<file path="src/rtl/e603_icb_sram_pkg.sv">
// Shared types and constants for the banked ICB SRAM slave and its response queue.
// Module parameters default to the P_* values here; the entry layout is sized from them.
package e603_icb_sram_pkg;

  localparam int P_AW          = 29;
  localparam int P_DW          = 32;
  localparam int P_BANKS       = 2;
  localparam int P_BANK_AW     = 12;
  localparam int P_DELAY_WIDTH = 9;
  localparam int P_OUTS        = 4;

  localparam int MW         = P_DW / 8;
  localparam int BANK_IDX_W = (P_BANKS > 1) ? $clog2(P_BANKS) : 1;
  localparam int PTR_W      = $clog2(P_OUTS);

  localparam logic ICB_ERR_OK     = 1'b0;
  localparam logic ICB_ERR_DECODE = 1'b1;

  typedef struct packed {
    logic                     read;
    logic                     err;
    logic [BANK_IDX_W-1:0]    bank;
    logic [P_DW-1:0]          rdata;
    logic                     dvld;
    logic [P_DELAY_WIDTH-1:0] cnt;
  } rsp_ent_t;

endpackage

</file>
<file path="src/rtl/e603_icb_sram_rspq.sv">
// In-order response FIFO: captures bank read data one cycle after push, counts down the emulated delay.
// Head is ready from push+1+delay; stalls simply hold the head, countdowns keep running.
module e603_icb_sram_rspq
  import e603_icb_sram_pkg::*;
#(
  parameter int DW    = P_DW,
  parameter int BANKS = P_BANKS,
  parameter int OUTS  = P_OUTS
) (
  input  logic                clk,
  input  logic                rst_n,
  input  logic                i_push,
  input  rsp_ent_t            i_push_ent,
  input  logic                i_pop,
  input  logic [BANKS*DW-1:0] i_bank_rdata,
  output logic                o_head_rdy,
  output logic [DW-1:0]       o_head_rdata,
  output logic                o_head_err
);

  rsp_ent_t         r_ent [OUTS];
  logic [PTR_W-1:0] r_wptr;
  logic [PTR_W-1:0] r_rptr;
  logic [PTR_W-1:0] r_cap_ptr;
  logic             r_cap_vld;
  logic             w_cap_head;
  logic [DW-1:0]    w_cap_dat;

  always_comb begin
    w_cap_dat = '0;
    if (r_ent[r_cap_ptr].read && !r_ent[r_cap_ptr].err)
      w_cap_dat = i_bank_rdata[int'(r_ent[r_cap_ptr].bank) * DW +: DW];
  end

  // The entry pushed last cycle is readable straight from the macro output, so delay 0 answers at T+1.
  assign w_cap_head   = r_cap_vld & (r_cap_ptr == r_rptr);
  assign o_head_rdy   = (r_ent[r_rptr].dvld | w_cap_head) & (r_ent[r_rptr].cnt == '0);
  assign o_head_rdata = r_ent[r_rptr].dvld ? r_ent[r_rptr].rdata : w_cap_dat;
  assign o_head_err   = r_ent[r_rptr].err;

  always_ff @(posedge clk or negedge rst_n) begin
    if (!rst_n) begin
      for (int i = 0; i < OUTS; i++) r_ent[i] <= '0;
      r_wptr    <= '0;
      r_rptr    <= '0;
      r_cap_ptr <= '0;
      r_cap_vld <= 1'b0;
    end else begin
      for (int i = 0; i < OUTS; i++)
        if (r_ent[i].cnt != '0) r_ent[i].cnt <= r_ent[i].cnt - 1'b1;
      if (r_cap_vld) begin
        r_ent[r_cap_ptr].rdata <= w_cap_dat;
        r_ent[r_cap_ptr].dvld  <= 1'b1;
      end
      if (i_push) begin
        r_ent[r_wptr] <= i_push_ent;
        r_wptr        <= r_wptr + 1'b1;
      end
      if (i_pop) r_rptr <= r_rptr + 1'b1;
      r_cap_vld <= i_push;
      r_cap_ptr <= r_wptr;
    end
  end

endmodule

</file>
<file path="src/rtl/e603_icb_banked_sram.sv">
// ICB slave over word-interleaved 1-cycle SRAM banks; bank pins driven combinationally on accept.
// Up to OUTS commands in flight; cmd_ready depends only on occupancy, never on rsp_ready.
module e603_icb_banked_sram
  import e603_icb_sram_pkg::*;
#(
  parameter int AW          = P_AW,
  parameter int DW          = P_DW,
  parameter int BANKS       = P_BANKS,
  parameter int BANK_AW     = P_BANK_AW,
  parameter int DELAY_WIDTH = P_DELAY_WIDTH,
  parameter int OUTS        = P_OUTS
) (
  input  logic                   clk,
  input  logic                   rst_n,
  input  logic [DELAY_WIDTH-1:0] delay_select,
  input  logic                   icb_cmd_valid,
  output logic                   icb_cmd_ready,
  input  logic                   icb_cmd_read,
  input  logic [AW-1:0]          icb_cmd_addr,
  input  logic [DW-1:0]          icb_cmd_wdata,
  input  logic [DW/8-1:0]        icb_cmd_wmask,
  output logic                   icb_rsp_valid,
  input  logic                   icb_rsp_ready,
  output logic [DW-1:0]          icb_rsp_rdata,
  output logic                   icb_rsp_err,
  output logic [BANKS-1:0]       bank_cs,
  output logic                   bank_we,
  output logic [BANK_AW-1:0]     bank_addr,
  output logic [DW-1:0]          bank_wdata,
  output logic [DW/8-1:0]        bank_wem,
  input  logic [BANKS*DW-1:0]    bank_rdata
);

  localparam int WSH = $clog2(DW / 8);
  localparam int BSH = $clog2(BANKS);

  logic [AW-1:0]         w_word;
  logic [AW-1:0]         w_word_hi;
  logic [BANK_IDX_W-1:0] w_bank;
  logic                  w_oor;
  logic                  w_wr;
  logic                  w_acc;
  logic                  w_pop;
  logic                  w_cs_en;
  logic                  w_head_rdy;
  logic                  w_head_err;
  logic [DW-1:0]         w_head_rdata;
  rsp_ent_t              w_ent;
  logic [PTR_W:0]        r_occ;
  logic                  r_rdy_en;

  assign w_word    = icb_cmd_addr >> WSH;
  assign w_word_hi = w_word >> BSH;
  assign w_oor     = |(w_word_hi >> BANK_AW);
  assign w_bank    = w_word[BANK_IDX_W-1:0] & BANK_IDX_W'(BANKS - 1);
  assign w_wr      = ~icb_cmd_read;
  assign w_acc     = icb_cmd_valid & icb_cmd_ready;
  // A write with no byte enables is acknowledged without touching any macro.
  assign w_cs_en   = w_acc & ~w_oor & ~(w_wr & (icb_cmd_wmask == '0));

  assign bank_cs    = w_cs_en ? (BANKS'(1) << w_bank) : '0;
  assign bank_we    = w_cs_en & w_wr;
  assign bank_addr  = w_cs_en ? w_word_hi[BANK_AW-1:0] : '0;
  assign bank_wdata = bank_we ? icb_cmd_wdata : '0;
  assign bank_wem   = bank_we ? icb_cmd_wmask : '0;

  assign icb_cmd_ready = r_rdy_en & (r_occ < (PTR_W+1)'(OUTS));
  assign w_pop         = icb_rsp_valid & icb_rsp_ready;

  always_comb begin
    w_ent      = '0;
    w_ent.read = icb_cmd_read;
    w_ent.err  = w_oor ? ICB_ERR_DECODE : ICB_ERR_OK;
    w_ent.bank = w_bank;
    w_ent.cnt  = delay_select;
  end

  always_ff @(posedge clk or negedge rst_n) begin
    if (!rst_n) begin
      r_rdy_en <= 1'b0;
      r_occ    <= '0;
    end else begin
      r_rdy_en <= 1'b1;
      if (w_acc && !w_pop)      r_occ <= r_occ + 1'b1;
      else if (!w_acc && w_pop) r_occ <= r_occ - 1'b1;
    end
  end

  e603_icb_sram_rspq #(
    .DW    (DW),
    .BANKS (BANKS),
    .OUTS  (OUTS)
  ) u_rspq (
    .clk          (clk),
    .rst_n        (rst_n),
    .i_push       (w_acc),
    .i_push_ent   (w_ent),
    .i_pop        (w_pop),
    .i_bank_rdata (bank_rdata),
    .o_head_rdy   (w_head_rdy),
    .o_head_rdata (w_head_rdata),
    .o_head_err   (w_head_err)
  );

  assign icb_rsp_valid = (r_occ != '0) & w_head_rdy;
  assign icb_rsp_rdata = icb_rsp_valid ? w_head_rdata : '0;
  assign icb_rsp_err   = icb_rsp_valid & w_head_err;

endmodule
</file>
<file path="config.mk">
export PLATFORM = sky130hd
export DESIGN_NAME = e603_icb_banked_sram
export DESIGN_NICKNAME = d
export VERILOG_FILES = /design/src/rtl/e603_icb_sram_pkg.sv /design/src/rtl/e603_icb_sram_rspq.sv /design/src/rtl/e603_icb_banked_sram.sv
export SDC_FILE = /design/constraint.sdc
export NUM_CORES = 1
export LEC_CHECK = 0
export ABC_CLOCK_PERIOD_IN_PS = 4900
export BUFFER_PORTS_ARGS = -buffer_cell sky130_fd_sc_hd__clkbuf_2
export CAP_MARGIN = 20
export CORE_ASPECT_RATIO = 1.5
export CORE_MARGIN = 2
export CORE_UTILIZATION = 46
export CTS_BUF_LIST = sky130_fd_sc_hd__clkbuf_8
export DETAILED_ROUTE_END_ITERATION = 16
export HOLD_SLACK_MARGIN = 0.1
export PLACE_DENSITY_LB_ADDON = 0.12
export SLEW_MARGIN = 20
export SYNTH_ARGS = -nofsm -noshare
export SYNTH_HDL_FRONTEND = slang
export SYNTH_HIERARCHICAL = 1
export SYNTH_SLANG_ARGS = --single-unit
</file>
<file path="constraint.sdc">
create_clock -name clk -period 4.9 [get_ports clk]
set_clock_uncertainty 0.15 [all_clocks]
set_input_delay 0.245 -clock clk [delete_from_list [all_inputs] [get_ports clk]]
set_output_delay 0.245 -clock clk [all_outputs]
set_load 0.02 [all_outputs]
</file>
== Word-level counts from Yosys, hierarchy flattened ==
Index checks and enable logic that the tools add are counted.

* Input port bits: 143
* Register bits after elaboration: 191
* Output and inout bits: 86

* Add/sub/neg operators: 8
* Eq/ne operators: 1
* Order comparisons: 6
* Shift-type cells: 2
* Mux-type cells: 31
* Bitwise logic cells: 18
* Reduce and logical (&&, ||, !) cells: 17

{| class="wikitable"
|+ Operators by type and width
! kind !! count
|-
| bitwise mux 180 bit || 3
|-
| 2-to-1 mux 180 bit || 2
|-
| demux 45 bit (select 2 bit) || 3
|-
| binary-select mux 45 bit (select 2 bit) || 2
|-
| 2-to-1 mux 45 bit || 3
|-
| 2-to-1 mux 32 bit || 4
|-
| 2-to-1 mux 44 bit || 2
|-
| indexed part select 64 x 7 -> 32 bit || 1
|-
| 2-to-1 mux 42 bit || 1
|-
| 2-to-1 mux 9 bit || 4
|-
| nonzero test 9 bit || 4
|-
| subtractor 9 x 1 -> 9 bit (second input constant) || 4
|-
| OR reduction 14 bit || 1
|-
| 2-to-1 mux 12 bit || 1
|-
| AND 1 bit || 11
|-
| 2-to-1 mux 10 bit || 1
|-
| greater-or-equal comparator 3 bit (second input constant) || 3
|-
| logical NOT 9 bit || 1
|-
| NOT 2 -> 3 bit || 3
|-
| < comparator 3 x 1 -> 1 bit (second input constant) || 2
|-
| 2-to-1 mux 3 bit || 2
|-
| logical AND 1 bit || 5
|-
| adder 2 x 1 -> 2 bit (second input constant) || 2
|-
| logical NOT 4 bit || 1
|-
| other kinds (13) || 17
|}

== Logic depth before layout (Yosys ltp) ==
* Depth in word-level cells: 12
* Gate-level depth with buffers: 14
* Mapped depth without buffers: 12

== Cells and area by module ==
The synthesis kept the hierarchy.

{| class="wikitable"
|+ Modules (own cells, without submodules)
! module !! instances !! cells an instance !! area each (um^2) !! sequential area each (um^2)
|-
| e603_icb_sram_rspq || 1 || 992 || 10466.3 || 4679.5
|-
| e603_icb_banked_sram || 1 || 191 || 1727.9 || 100.1
|}

== Least setup slack after synthesis ==
Ideal clock, no wire load.

* Path type: reg-to-reg
* Start point: reg u_rspq/r_ent[142] (netlist bit)
* End point: reg r_occ[1]
* Stages on the path, launching flop included: 12
* Period minus slack after synthesis: 3.647 ns
* Setup slack: 1.253 ns
* Library setup time: 0.125 ns
* Arrival: 3.372 ns
* Path through: dfrtp_1 or4_4 or4_1 a221oi_1 a21o_1 o31a_1 clkbuf_1 nand2_1 ha_1 inv_1 fa_1 mux2_2

* Cells in the longest elaborated chain, start to end: 10
* Elaborated cells between the ends (all ways): 12

{| class="wikitable"
|+ RTL lines
! what !! RTL line !! text
|-
| from (decl) || e603_icb_sram_rspq.sv:21 || <nowiki>rsp_ent_t r_ent [OUTS];</nowiki>
|-
| from (signal, indexed assignment) || e603_icb_sram_rspq.sv:56 || <nowiki>r_ent[r_wptr] <= i_push_ent;</nowiki>
|-
| binary-select mux 45 bit (select 2 bit) * || e603_icb_sram_rspq.sv:37 || <nowiki>assign o_head_rdy = (r_ent[r_rptr].dvld | w_cap_head) & (r_ent[r_rptr].cnt == '0);</nowiki>
|-
| 2-to-1 mux 44 bit (implied by the code) * || e603_icb_sram_rspq.sv:37 ||
|-
| 2-to-1 mux 44 bit * || - ||
|-
| logical NOT 9 bit * || e603_icb_sram_rspq.sv:37 ||
|-
| AND 1 bit * || e603_icb_sram_rspq.sv:37 ||
|-
| via w_head_rdy || e603_icb_banked_sram.sv:45 || <nowiki>logic w_head_rdy;</nowiki>
|-
| AND 1 bit * || e603_icb_banked_sram.sv:105 || <nowiki>assign icb_rsp_valid = (r_occ != '0) & w_head_rdy;</nowiki>
|-
| via icb_rsp_valid || e603_icb_banked_sram.sv:22 || <nowiki>output logic icb_rsp_valid,</nowiki>
|-
| AND 1 bit * || e603_icb_banked_sram.sv:68 || <nowiki>assign w_pop = icb_rsp_valid & icb_rsp_ready;</nowiki>
|-
| logical NOT 1 bit || e603_icb_banked_sram.sv:84 || <nowiki>if (w_acc && !w_pop) r_occ <= r_occ + 1'b1;</nowiki>
|-
| logical AND 1 bit || e603_icb_banked_sram.sv:84 ||
|-
| 2-to-1 mux 3 bit or nonzero test 2 bit (tied branches) || - ||
|-
| to (signal assigned) || e603_icb_banked_sram.sv:84 ||
|-
| to (signal assigned) || e603_icb_banked_sram.sv:85 || <nowiki>else if (!w_acc && w_pop) r_occ <= r_occ - 1'b1;</nowiki>
|-
| to (decl) || e603_icb_banked_sram.sv:49 || <nowiki>logic [PTR_W:0] r_occ;</nowiki>
|}

Mark *: on every way through the listed nets, which the timed path passes. The rest lies on a longest branch. The select of a mux whose other input is x is not followed.
A chain may end at the register's enable or synchronous reset.

== Final worst setup path ==
* Start point: reg u_rspq.r_rptr[0]
* End point: out icb_rsp_rdata[16]

* Elaborated cells between the ends (all ways): 12

{| class="wikitable"
|+ RTL lines
! what !! RTL line !! text
|-
| from (decl) || e603_icb_sram_rspq.sv:23 || <nowiki>logic [PTR_W-1:0] r_rptr;</nowiki>
|-
| from (signal assigned) || e603_icb_sram_rspq.sv:59 || <nowiki>if (i_pop) r_rptr <= r_rptr + 1'b1;</nowiki>
|-
| NOT 2 -> 3 bit (implied by the code) || e603_icb_sram_rspq.sv:38 || <nowiki>assign o_head_rdata = r_ent[r_rptr].dvld ? r_ent[r_rptr].rdata : w_cap_dat;</nowiki>
|-
| binary-select mux 45 bit (select 2 bit) || e603_icb_sram_rspq.sv:38 ||
|-
| 2-to-1 mux 44 bit (implied by the code) || e603_icb_sram_rspq.sv:37 ||
|-
| 2-to-1 mux 44 bit (implied by the code) || e603_icb_sram_rspq.sv:38 ||
|-
| 2-to-1 mux 32 bit || e603_icb_sram_rspq.sv:38 ||
|-
| via w_head_rdata[16] || e603_icb_banked_sram.sv:47 || <nowiki>logic [DW-1:0] w_head_rdata;</nowiki>
|-
| 2-to-1 mux 32 bit || e603_icb_banked_sram.sv:106 || <nowiki>assign icb_rsp_rdata = icb_rsp_valid ? w_head_rdata : '0;</nowiki>
|-
| to (decl) || e603_icb_banked_sram.sv:24 || <nowiki>output logic [DW-1:0] icb_rsp_rdata,</nowiki>
|}

The timed path passes the listed nets, and every way through them passes these cells. The select of a mux whose other input is x is not followed.

==> results.md <==
* Status: finished, final reports clean
* RSZ-0062 raised after global routing: false
* Final hold viol count at 0
* N_diodes at 0
* CP max FO at 35
* Worst r2r path cells at 10
* Via Count at 11000
* Reg2reg end: r_occ[1]$_DFFE_PN0P_
* Layout cells sized above 1 at 27.6%
* FP Rows at 73
* Fin crit period at 3.86 ns
* Pwr dens at 466 nW/um2
* Post-DP HPWL at 22700 um
* Post-synthesis mux area share at 15.6%
* Non-filler cells, final at 1943
* TritonCTS clock tree: yes
* Total power at 7.24 mW
* Post-synthesis sequential area ratio at 39.2%
* Finished layout cell area at 15500 um2
* 1st-pass router iterations at 6
* Dpl cell area at 14000 um2
* Post-synth EDFFs at 0
* # DRC at 0
* Hold path cells at 3
* CP max stage cell: mux4_2
* Starting Density at 46.4%
* Post-CTS setup buffers at 0
* Clk_lat worst skew at 0.48 ns
* Die area at 27900 um2
* Startpoint Class: register
* Compound-gate portion of the synthesized area at 18.5%
* Die height at 203 um
* Clk buf depth at 2
* Htree depth at 4
* Synth warn at 6
* DRT iter0 DRCs at 700
* # placed instances at 1801
* Synthesized area at 12200 um2
* Max-cap viol count at 0
* Die W at 137 um
* Util after Layout at 59.1%
* CTS sink cnt at 191
* Async set-reset flop share out of synthesis at 100%
* Top delay family on crit path: multiplexers
* Sum Neg Setup Slack at 0 ns
* Avg Inst Size Synth at 10.3 um2
* Post-DRT Antenna Nets at 0
* Critical setup path kind: reg2out
* Top Ports at 229
* Filler cells at 2322
* Reg2Reg Launch Point: u_rspq/r_ent[136]$_DFF_PN0_
* Post-Synth Adder-Cell Area at 1.50%
* NumNets Final at 1751
* Period utilization at 78.7%
* Pin count of the biggest net entering global routing at 108
* TritonCTS buffer count at 17
* Worst vdd ir at 0.223 mV
* Vias per inst at 5.64
* Initial antenna violation count at 0
* Crit. End Element: output pin
* Clock transition at path regs at 0.10 ns
* Crit path required time at 4.51 ns
* First-pass GRT wire length at 58900 um
* XOR/XNOR Fraction of Synth Area at 1.36%
* #FFs+latches synth at 191
* Area grow syn2layout at 27.4%
* Count of cell types in the netlist at 66
* Global route overflow at 0
* Gr usage total at 27.2%
* Routability Congestion at 0.776
* Commonest non-fill, non-tap cells in the layout: 225 x clkbuf_2, 188 x dfrtp_1, 135 x o21ai_0, 133 x conb_1, 129 x a22oi_1
* Fmax at 0.259 GHz
* Detailed Route WL at 37000 um
* Worst Tran Pin Value at 1.03 ns
* Max stage delay on crit path at 0.95 ns
* Worst setup path endpoint: icb_rsp_rdata[16]
* Slew Limit Fails at 0
* Number of global-route vias before repair at 11000
* Commonest non-fill, non-tap cell in the layout: clkbuf_2
* Worst-path cell chain: mux4_2, nand2_1, buf_4, o22ai_1, and2_1, clkbuf_2
* Post-Syn Instances at 1183
* Largest family of logic cells by synthesized area: compound AO/OA/AOI/OAI gates
* Routed WL per cell at 19.0 um
* Normalized max-slew margin at 31.3%
* CP arrival at 3.46 ns
* LEAKAGE at 6.97 nW
* Critical path depth at 6
* IO Port Bufs at 226
* Hold Path Class: in2reg
* Post-Synth Simple-Gate Area at 17.7%
* CORE AREA at 26300 um2
* Ys flop type: dfrtp_1
* R2R setup slack at 1.45 ns
* WP buf/inv at 2
* CP startpoint: u_rspq/r_rptr[0]$_DFFE_PN0P_
* Clock Tree Root: clkbuf_8
* Final setup violation count at 0
metrics by stage:
step	hold slack, ns	worst slack, ns
final	0.153	1.04
after global routing	0.155	0.891
after CTS	0.121	0.961
after detailed placement	0.277	1.48
after global placement	0.275	1.52
after floorplan	-0.201	1.25
timing repair:
| action | 4_1_cts | 5_1_grt |
|---|---|---|
| hold buffers | 111 | 0 |
| endpoints found under the hold margin | 281 | 0 |
| resized for setup | 0 | 0 |
routing by layer:
| metal | global-route usage, % | part of all wire (%) | wire length [um] | vias to the layer above |
|---|---|---|---|---|
| met2 | 46.5 | 51 | 18900 | 380 |
| met4 | 8.21 | 1.8 | 677 | 0 |
| met5 | 0 | 0 | 0 | - |
| met1 | 35.5 | 41 | 15100 | 5374 |
| li1 | - | - | - | 5148 |
| met3 | 4.10 | 6.1 | 2260 | 48 |
area by class of cell:
type / count / area [um2] / area share, %
tap: 337 / 422 / 2.71
clock inverter: 13 / 161 / 1.04
inverter: 53 / 199 / 1.28
multi-input combinational: 966 / 7240 / 46.6
timing repair buffer: 365 / 2490 / 16.0
clock buffer: 18 / 248 / 1.59
sequential: 191 / 4780 / 30.8
synth_stat cells (all sizes together) (12+ instances only):
master  count  area [um2]
a21oi      12        60.1
a22oi     129         968
a31oi      17         106
and2       37         231
buf        36         275
clkbuf     68         269
dfrtp     191        4780
ha         13         163
inv        53         199
mux2       37         417
mux2i      69         698
mux4       35         788
nand2      74         283
nand3b     38         285
nor2       36         151
nor4       58         721
o21ai     136         681
o22ai      32         200
o31ai      12         100
or4        13         111
cell families (layout without fill, tap and decap cells):
group                    count (synthesis)  after routing
AO/OA/AOI/OAI                          354            354
flip-flops                             191            191
other                                    2            133
XOR/XNOR                                19             19
multiplexers                           141            141
adder cells (fa/ha/maj)                 14             14
AND/OR/NAND/NOR                        305            305
buffers and inverters                  157            449
worst min-delay path by stage:
stage                                 start                            end
4_1_cts                       icb_cmd_valid   u_rspq/r_wptr[0]$_DFFE_PN0P_
3_5_place_dp                          rst_n    u_rspq/r_ent[142]$_DFF_PN0_
2_1_floorplan                         rst_n           r_occ[0]$_DFFE_PN0P_
6_report                      icb_cmd_valid   u_rspq/r_wptr[0]$_DFFE_PN0P_
3_3_place_gp   u_rspq/r_wptr[1]$_DFFE_PN0P_  u_rspq/r_cap_ptr[1]$_DFF_PN0_
5_1_grt                       icb_cmd_valid   u_rspq/r_wptr[1]$_DFFE_PN0P_
state kept, by name (all words and copies together), names as in the netlist:
name / flops
r_occ: 3
r_rdy_en: 1
u_rspq/r_wptr: 2
u_rspq/r_cap_ptr: 2
u_rspq/r_cap_vld: 1
u_rspq/r_ent: 180
u_rspq/r_rptr: 2
where the power goes:
group          switching (mW)  internal (mW)  leakage, nW
Combinational            1.69           1.66         4.35
Clock                   0.578          0.519        0.214
Sequential              0.518           2.27         2.41
worst min-delay path, cell delays in order:
cell and delay (ns):
clkbuf_2 0.07, and3b_2 0.32, xor2_1 0.10
Power figures use the tool's default switching activity.
